<file path="config.mk">
export PLATFORM = sky130hd
export DESIGN_NAME = pipe_write_skid
export DESIGN_NICKNAME = d
export VERILOG_FILES = /design/src/rtl/pipe_pkg.sv /design/src/rtl/skid_buf.sv /design/src/rtl/pipe_write_skid.sv
export SDC_FILE = /design/constraint.sdc
export NUM_CORES = 1
export LEC_CHECK = 0
export BUFFER_PORTS_ARGS = -buffer_cell sky130_fd_sc_hd__buf_2
export CORE_MARGIN = 5
export CORE_UTILIZATION = 55
export CTS_CLUSTER_DIAMETER = 40
export DETAILED_ROUTE_END_ITERATION = 8
export PLACE_DENSITY_LB_ADDON = 0.05
export SYNTH_ARGS = -nofsm -noshare
export SYNTH_HDL_FRONTEND = slang
export SYNTH_SLANG_ARGS = --single-unit
</file>
<file path="constraint.sdc">
create_clock -name clk -period 1.9 [get_ports clk]
set_input_delay 0.19 -clock clk [delete_from_list [all_inputs] [get_ports clk]]
set_output_delay 0.19 -clock clk [all_outputs]
set_load 0.01 [all_outputs]
</file>
<file path="src/rtl/pipe_pkg.sv">
// Shared definitions for the writeback skid stage: result-select encodings,
// writeback payload layout and the skid buffer occupancy states.
package pipe_pkg;

    localparam int XLEN_DEF = 32;
    localparam int RD_W_DEF = 5;

    localparam logic [1:0] RES_ALU  = 2'b00;
    localparam logic [1:0] RES_MEM  = 2'b01;
    localparam logic [1:0] RES_PC4  = 2'b10;
    localparam logic [1:0] RES_ZERO = 2'b11;

    typedef enum logic [1:0] {
        ST_EMPTY = 2'b00,
        ST_ONE   = 2'b01,
        ST_FULL  = 2'b10
    } skid_state_e;

    // Field order here is the bit order used when the payload is flattened.
    typedef struct packed {
        logic [XLEN_DEF-1:0] read_data;
        logic [XLEN_DEF-1:0] alu_result;
        logic [XLEN_DEF-1:0] pc_plus4;
        logic [1:0]          result_src;
        logic                reg_write;
        logic [RD_W_DEF-1:0] rd;
    } wb_payload_t;

    function automatic int payload_width(input int xlen, input int rd_w);
        return 3 * xlen + 3 + rd_w;
    endfunction

endpackage

</file>
<file path="src/rtl/skid_buf.sv">
// Two-entry valid/ready skid buffer: main entry drives the output, skid entry
// absorbs one beat while the consumer stalls so ready_in stays registered.
module skid_buf
    import pipe_pkg::*;
#(
    parameter int W = 8
) (
    input  logic         clk,
    input  logic         rst,
    input  logic         flush,
    input  logic         in_valid,
    output logic         in_ready,
    input  logic [W-1:0] in_data,
    output logic         out_valid,
    input  logic         out_ready,
    output logic [W-1:0] out_data
);

    skid_state_e  state_reg;
    skid_state_e  state_next;
    logic [W-1:0] main_reg;
    logic [W-1:0] skid_reg;
    logic         accept;
    logic         deliver;

    assign accept  = in_valid && in_ready;
    assign deliver = out_valid && out_ready;

    always_ff @(posedge clk) begin
        if (rst) begin
            state_reg <= ST_EMPTY;
        end else begin
            state_reg <= state_next;
        end
    end

    always_comb begin
        state_next = state_reg;
        if (flush) begin
            state_next = ST_EMPTY;
        end else begin
            unique case (state_reg)
                ST_EMPTY: if (accept) state_next = ST_ONE;
                ST_ONE: begin
                    if (accept && !deliver)      state_next = ST_FULL;
                    else if (!accept && deliver) state_next = ST_EMPTY;
                end
                ST_FULL:  if (deliver) state_next = ST_ONE;
                default:  state_next = ST_EMPTY;
            endcase
        end
    end

    // Handshake flags decode only the state register, so they move on edges only.
    always_comb begin
        in_ready  = (state_reg != ST_FULL);
        out_valid = (state_reg != ST_EMPTY);
    end

    // Payload registers keep stale contents when their slot empties.
    always_ff @(posedge clk) begin
        if (rst) begin
            main_reg <= '0;
            skid_reg <= '0;
        end else if (!flush) begin
            unique case (state_reg)
                ST_EMPTY: if (accept) main_reg <= in_data;
                ST_ONE: begin
                    if (accept && deliver) main_reg <= in_data;
                    else if (accept)       skid_reg <= in_data;
                end
                ST_FULL:  if (deliver) main_reg <= skid_reg;
                default: ;
            endcase
        end
    end

    assign out_data = main_reg;

endmodule

</file>
<file path="src/rtl/pipe_write_skid.sv">
// Memory-to-writeback pipeline register with skid buffering and reg_write gating.
// Define PIPE_WRITE_RESULT_MUX_EN to add the combinational result_w select.
module pipe_write_skid
    import pipe_pkg::*;
#(
    parameter int XLEN = 32,
    parameter int RD_W = 5
) (
    input  logic            clk,
    input  logic            rst,
    input  logic            flush,
    input  logic            valid_m,
    output logic            ready_m,
    input  logic [XLEN-1:0] read_data_m,
    input  logic [XLEN-1:0] alu_result_m,
    input  logic [XLEN-1:0] pc_plus4_m,
    input  logic [1:0]      result_src_m,
    input  logic            reg_write_m,
    input  logic [RD_W-1:0] rd_m,
    output logic            valid_w,
    input  logic            ready_w,
    output logic [XLEN-1:0] read_data_w,
    output logic [XLEN-1:0] alu_result_w,
    output logic [XLEN-1:0] pc_plus4_w,
    output logic [1:0]      result_src_w,
    output logic            reg_write_w,
    output logic [RD_W-1:0] rd_w
`ifdef PIPE_WRITE_RESULT_MUX_EN
    ,
    output logic [XLEN-1:0] result_w
`endif
);

    localparam int PW = payload_width(XLEN, RD_W);

    logic [PW-1:0] payload_m;
    logic [PW-1:0] payload_w;
    logic          reg_write_stored;

    assign payload_m = {read_data_m, alu_result_m, pc_plus4_m,
                        result_src_m, reg_write_m, rd_m};

    skid_buf #(
        .W(PW)
    ) u_skid (
        .clk       (clk),
        .rst       (rst),
        .flush     (flush),
        .in_valid  (valid_m),
        .in_ready  (ready_m),
        .in_data   (payload_m),
        .out_valid (valid_w),
        .out_ready (ready_w),
        .out_data  (payload_w)
    );

    assign {read_data_w, alu_result_w, pc_plus4_w,
            result_src_w, reg_write_stored, rd_w} = payload_w;

    // A stale entry left in main after delivery or flush must never write the register file.
    assign reg_write_w = reg_write_stored && valid_w;

`ifdef PIPE_WRITE_RESULT_MUX_EN
    always_comb begin
        result_w = '0;
        unique case (result_src_w)
            RES_ALU:  result_w = alu_result_w;
            RES_MEM:  result_w = read_data_w;
            RES_PC4:  result_w = pc_plus4_w;
            default:  result_w = '0;
        endcase
    end
`endif

endmodule
</file>
Yosys cells after proc, flatten, opt, wreduce, memory -nomap -nowiden
Index checks and enable logic that the tools add are counted.
- equal/unequal tests: 7
- mux-type cells: 9
- bitwise logic cells: 2
- reductions and logical operators: 15
- operators with widths (operator ; number):
    104-bit two-way mux ; 3
    104-bit one-hot mux with 3 select lines ; 1
    2-bit two-way mux ; 4
    1-bit logical AND ; 6
    2-bit by 1-bit != test with 1-bit output, second input constant ; 3
    2-bit one-hot mux with 3 select lines ; 1
    5-bit AND reduction ; 1
    4-bit AND reduction ; 1
    3-bit by 1-bit != test with 1-bit output, second input constant ; 1
    3-bit AND reduction ; 1
    3-bit nonzero test ; 1
    2-bit by 1-bit == test with 1-bit output, second input constant ; 1
    2-bit == test, second input constant ; 1
    1-bit logical NOT ; 2
    2-bit logical NOT ; 1
    2-bit != test, second input constant ; 1
    1-bit inverter ; 2
    2-bit nonzero test ; 1
    2-bit OR reduction ; 1
- bits in registers: 210
- bits of input ports: 109
- output and inout port bits: 106
- logic and storage cells: 36

Depth between registers and ports, before layout
- depth after elaboration: 7
- gate-level depth with buffers: 7

Cells and area by module
From an unflattened synthesis, not the netlist that was laid out.
- cell total of the unflattened synthesis: 1070
- area, all modules: 9335.2 um2
- by module, submodules not included (module ; instances ; cells an instance ; area an instance (um2)):
    skid_buf ; 1 ; 1069 ; 9328.9
    pipe_write_skid ; 1 ; 1 ; 6.3

Least setup slack after synthesis
No wires, ideal clock.
- kind: register to register
- from: register u_skid.state_reg[0]
- to: register u_skid.skid_reg[0]
- arrival: 1.359 ns
- setup slack: 0.409 ns
- stages on the path, launching flop included: 8
- buffers on the path: 3
- cells stage by stage: dfxtp_1 nand2b_1 or3_1 clkbuf_1 buf_6 buf_6 nand2_1 a21oi_1
- cells in the longest elaborated chain, start to end: 5
- elaborated cells on any way between the ends: 8
- those cells by class: eq/ne: 2; bitwise: 1; reduce/logical: 5
- ends and longest elaborated chain (what ; line ; text):
    from (decl) ; skid_buf.sv:19 ; skid_state_e state_reg;
    from (signal assigned) ; skid_buf.sv:33 ; state_reg <= state_next;
    2-bit != test or 2-bit nonzero test (tied branches) ; skid_buf.sv:56, skid_buf.sv:57 ;
    1-bit logical AND (on tied branches) ; skid_buf.sv:26, skid_buf.sv:27 ;
    1-bit logical AND ; skid_buf.sv:69 ; if (accept && deliver) main_reg <= in_data;
    1-bit inverter (no line) ; - ;
    4-bit AND reduction (no line) * ; - ;
    to (signal assigned) ; skid_buf.sv:70 ; else if (accept) skid_reg <= in_data;
    to (decl) ; skid_buf.sv:22 ; logic [W-1:0] skid_reg;
Mark *: on every way between the ends. The rest lies on a longest branch, timed or not.
A chain may end at the register's enable or synchronous reset.

Final worst setup path
- from: register u_skid.state_reg[0]
- to: output port ready_m
- cells in the longest elaborated chain, start to end: 1
- ends and longest elaborated chain (what ; line ; text):
    2-bit != test ; skid_buf.sv:56 ; in_ready = (state_reg != ST_FULL);
    to (decl) ; pipe_write_skid.sv:13 ; output logic ready_m,
No other way between the ends.

==> out/results.ini <==
[grt]
globalRoute.totalOverflow=0
grt_start_max_net_pins=109
grt_usage_pct=23.2
antenna_found_initial=1
first_global_vias=8463
grt_pass1_wl_microns=42400

[clock_tree]
cts_tree=built
cts_setup_buffers=0
path_clk_slew_ns=0.05
clkLatencyLatePin_ns=0.49
cts_root_buf=clkbuf_16
cts_buffers=34
clock_sinks=210
htreeDepth=2
cts.path.max_buffers=3

[yosys]
yosysWarnings=0
synth_xor_area_share_pct=0
netlist_top_cells_area=dfxtp_1 (42%), mux2i_1 (10%), o41ai_1 (9.0%)
synthSimpleGateAreaFrac_pct=14.9
seq_area_frac_synth_pct=41.6
ys_ff_latch=210
synth.area.mux_share_pct=10.3
yosys.area.top_type=dfxtp_1
syn_area_per_cell_sq_um=8.61
synth_compound_area_share_pct=19.8
synthesis.area_sq_mm=0.0101
synth_top_family_by_area=compound AO/OA/AOI/OAI gates
ys_types=25
syn-num-nets=1282
synth_fa_ha_area_share_pct=0
synth_cells=1173
synthDominantCellAreaShare_pct=41.6

[floorplan]
rows=49
dieArea_sq_mm=0.0212
core_region_area_sq_mm=0.0180
pin_count=215
die_width_microns=146
start_util_pct=56.0
fp.dieH_microns=146

[critical_path]
worstSetupStartpointType=register
crit_type=register to output pin
critPathBufInv=2
path_cells=nand2b_4 -> buf_16 -> buf_2
arrival_ns=1.56
worstSetupEndpointType=output pin
worstPathRequired_ns=1.71
slowest_stage=dfxtp_1
max_stage_delay_ns=0.41
reg2reg_depth=5
timing.rr.end=u_skid.out_data[16]
rrSetupSlack_ns=0.15
path_delay_family=buffers and inverters
critPathMaxFanout=28
reg2reg_from=u_skid.state_reg[1]

[min_path]
min_to=u_skid.skid_reg[22]
worst_hold_startpoint=rst
whs_path_depth=2
hp-class=primary input to register

[cells_and_area]
final_util_pct=70.5
final-instance-count-excl-fill=1584
drive_above_1_share_pct=21.7
nNetsFinal=1440
fill_cells=1431
layout_commonest_cell=buf_2
area_delta_synth_final_pct=25.9
mostFrequentLayoutCells=buf_2 (212), nand2_1 (210), dfxtp_1 (210)

[place]
hpwl_microns=13900
place_congestion=0.748
port_buffers=214
dp_cells=1418

[drt]
vias=8453
antenna_left=0
route.detailed.drc=0
dr.pass1.iters=5
routed_wl_microns=24900
drt_iter0_markers=434
routedWlPerCell_microns=15.7
drt-vias-per-instance=5.34

[sta]
hold_viol=0
rsz0062_at_grt=false
period_needed_ns=1.75
slew_headroom_pct=66.0
fin_tns_setup_ns=0
holdWs_ns=0.134
worst_pin_slew_ns=0.510
skew_ns=0.00922
fin_crit_sh_pct=92.3
setup_viol=0
timing.fmax_mhz=570
drv_slew=0

[pwr]
powerDensity_mw_per_mm2=930
switching_share_pct=23.8
vdd_drop_max_mv=0.900
p_sw_uw=2820
clkPwrFrac_pct=51.4
p_seq_share_pct=39.0
p_leak_uw=0.00572
p_int_uw=9000
pwr-share-comb_pct=9.6

[flow_run]
cap_violations=0

[outcome]
outcome=completed

-- kinds of logic after synthesis --
group	after synthesis
and+or+nand+nor	324
AOI/OAI and AO/OA	317
buffers and inverters	218
DFF	210
muxes	104
-- cell type report --
| type | count | area, sq um | area share, % |
|---|---|---|---|
| multi-input cells | 745 | 4570 | 35.9 |
| flip-flops and latches | 210 | 4200 | 33.1 |
| repair buffers | 340 | 2520 | 19.8 |
| clock buffers | 43 | 936 | 7.36 |
| well taps | 229 | 287 | 2.25 |
| clock inverters | 16 | 196 | 1.55 |
| diodes | 1 | 2.50 | 0.0197 |
-- what timing repair did --
| item | in CTS | in global routing |
|---|---|---|
| cloned | 0 | 1 |
| hold buffers | 105 | 0 |
| resized for setup | 1 | 0 |
| endpoints found under the setup margin | 1 | 1 |
| hold endpoints to repair | 105 | 0 |
-- metrics by stage --
stage	total power, uW	area, sq um	worst slack [ns]
3_5_place_dp	5650	10500	0.229
2_1_floorplan	5400	10100	0.409
5_1_grt	12300	12700	0.00197
3_3_place_gp	5650	10500	0.280
4_1_cts	11900	12700	0.00971
6_report	11800	12700	0.145
-- power groups by stage --
stage	Clock, uW	Sequential [uW]	Combinational, uW
2_1_floorplan	0	4680	718
3_3_place_gp	0	4700	946
3_5_place_dp	0	4700	954
4_1_cts	6210	4610	1130
5_1_grt	6420	4620	1250
6_report	6080	4610	1130
-- metal layers --
| metal | part of all wire (%) | global-route usage, % |
|---|---|---|
| met2 | 47 | 37.9 |
| met1 | 45 | 30.7 |
| met5 | 0 | 0 |
| met3 | 5.6 | 4.67 |
| met4 | 2.1 | 8.02 |
-- worst max-delay path by stage --
stage / to / startpoint / depth (start not counted)
after floorplan: u_skid.skid_reg[0] / u_skid.state_reg[0] / 7
after global placement: u_skid.skid_reg[75] / u_skid.state_reg[0] / 5
after detailed placement: u_skid.out_data[68] / u_skid.state_reg[1] / 5
after CTS: ready_m / u_skid.state_reg[0] / 3
after global routing: u_skid.out_data[93] / u_skid.state_reg[1] / 5
final: ready_m / u_skid.state_reg[0] / 3
-- synthesized netlist by cell type (all sizes together) --
cell type,n
dfxtp,210
o21ai,104
a21oi,106
nand2,210
o41ai,104
or3,1
clkbuf,65
nand2b,3
buf,153
o21a,1
nor3,2
or2,1
nor2b,104
o22a,1
a2111oi,1
and3b,1
and2b,1
and2,1
mux2i,104
Power figures use the tool's default switching activity.
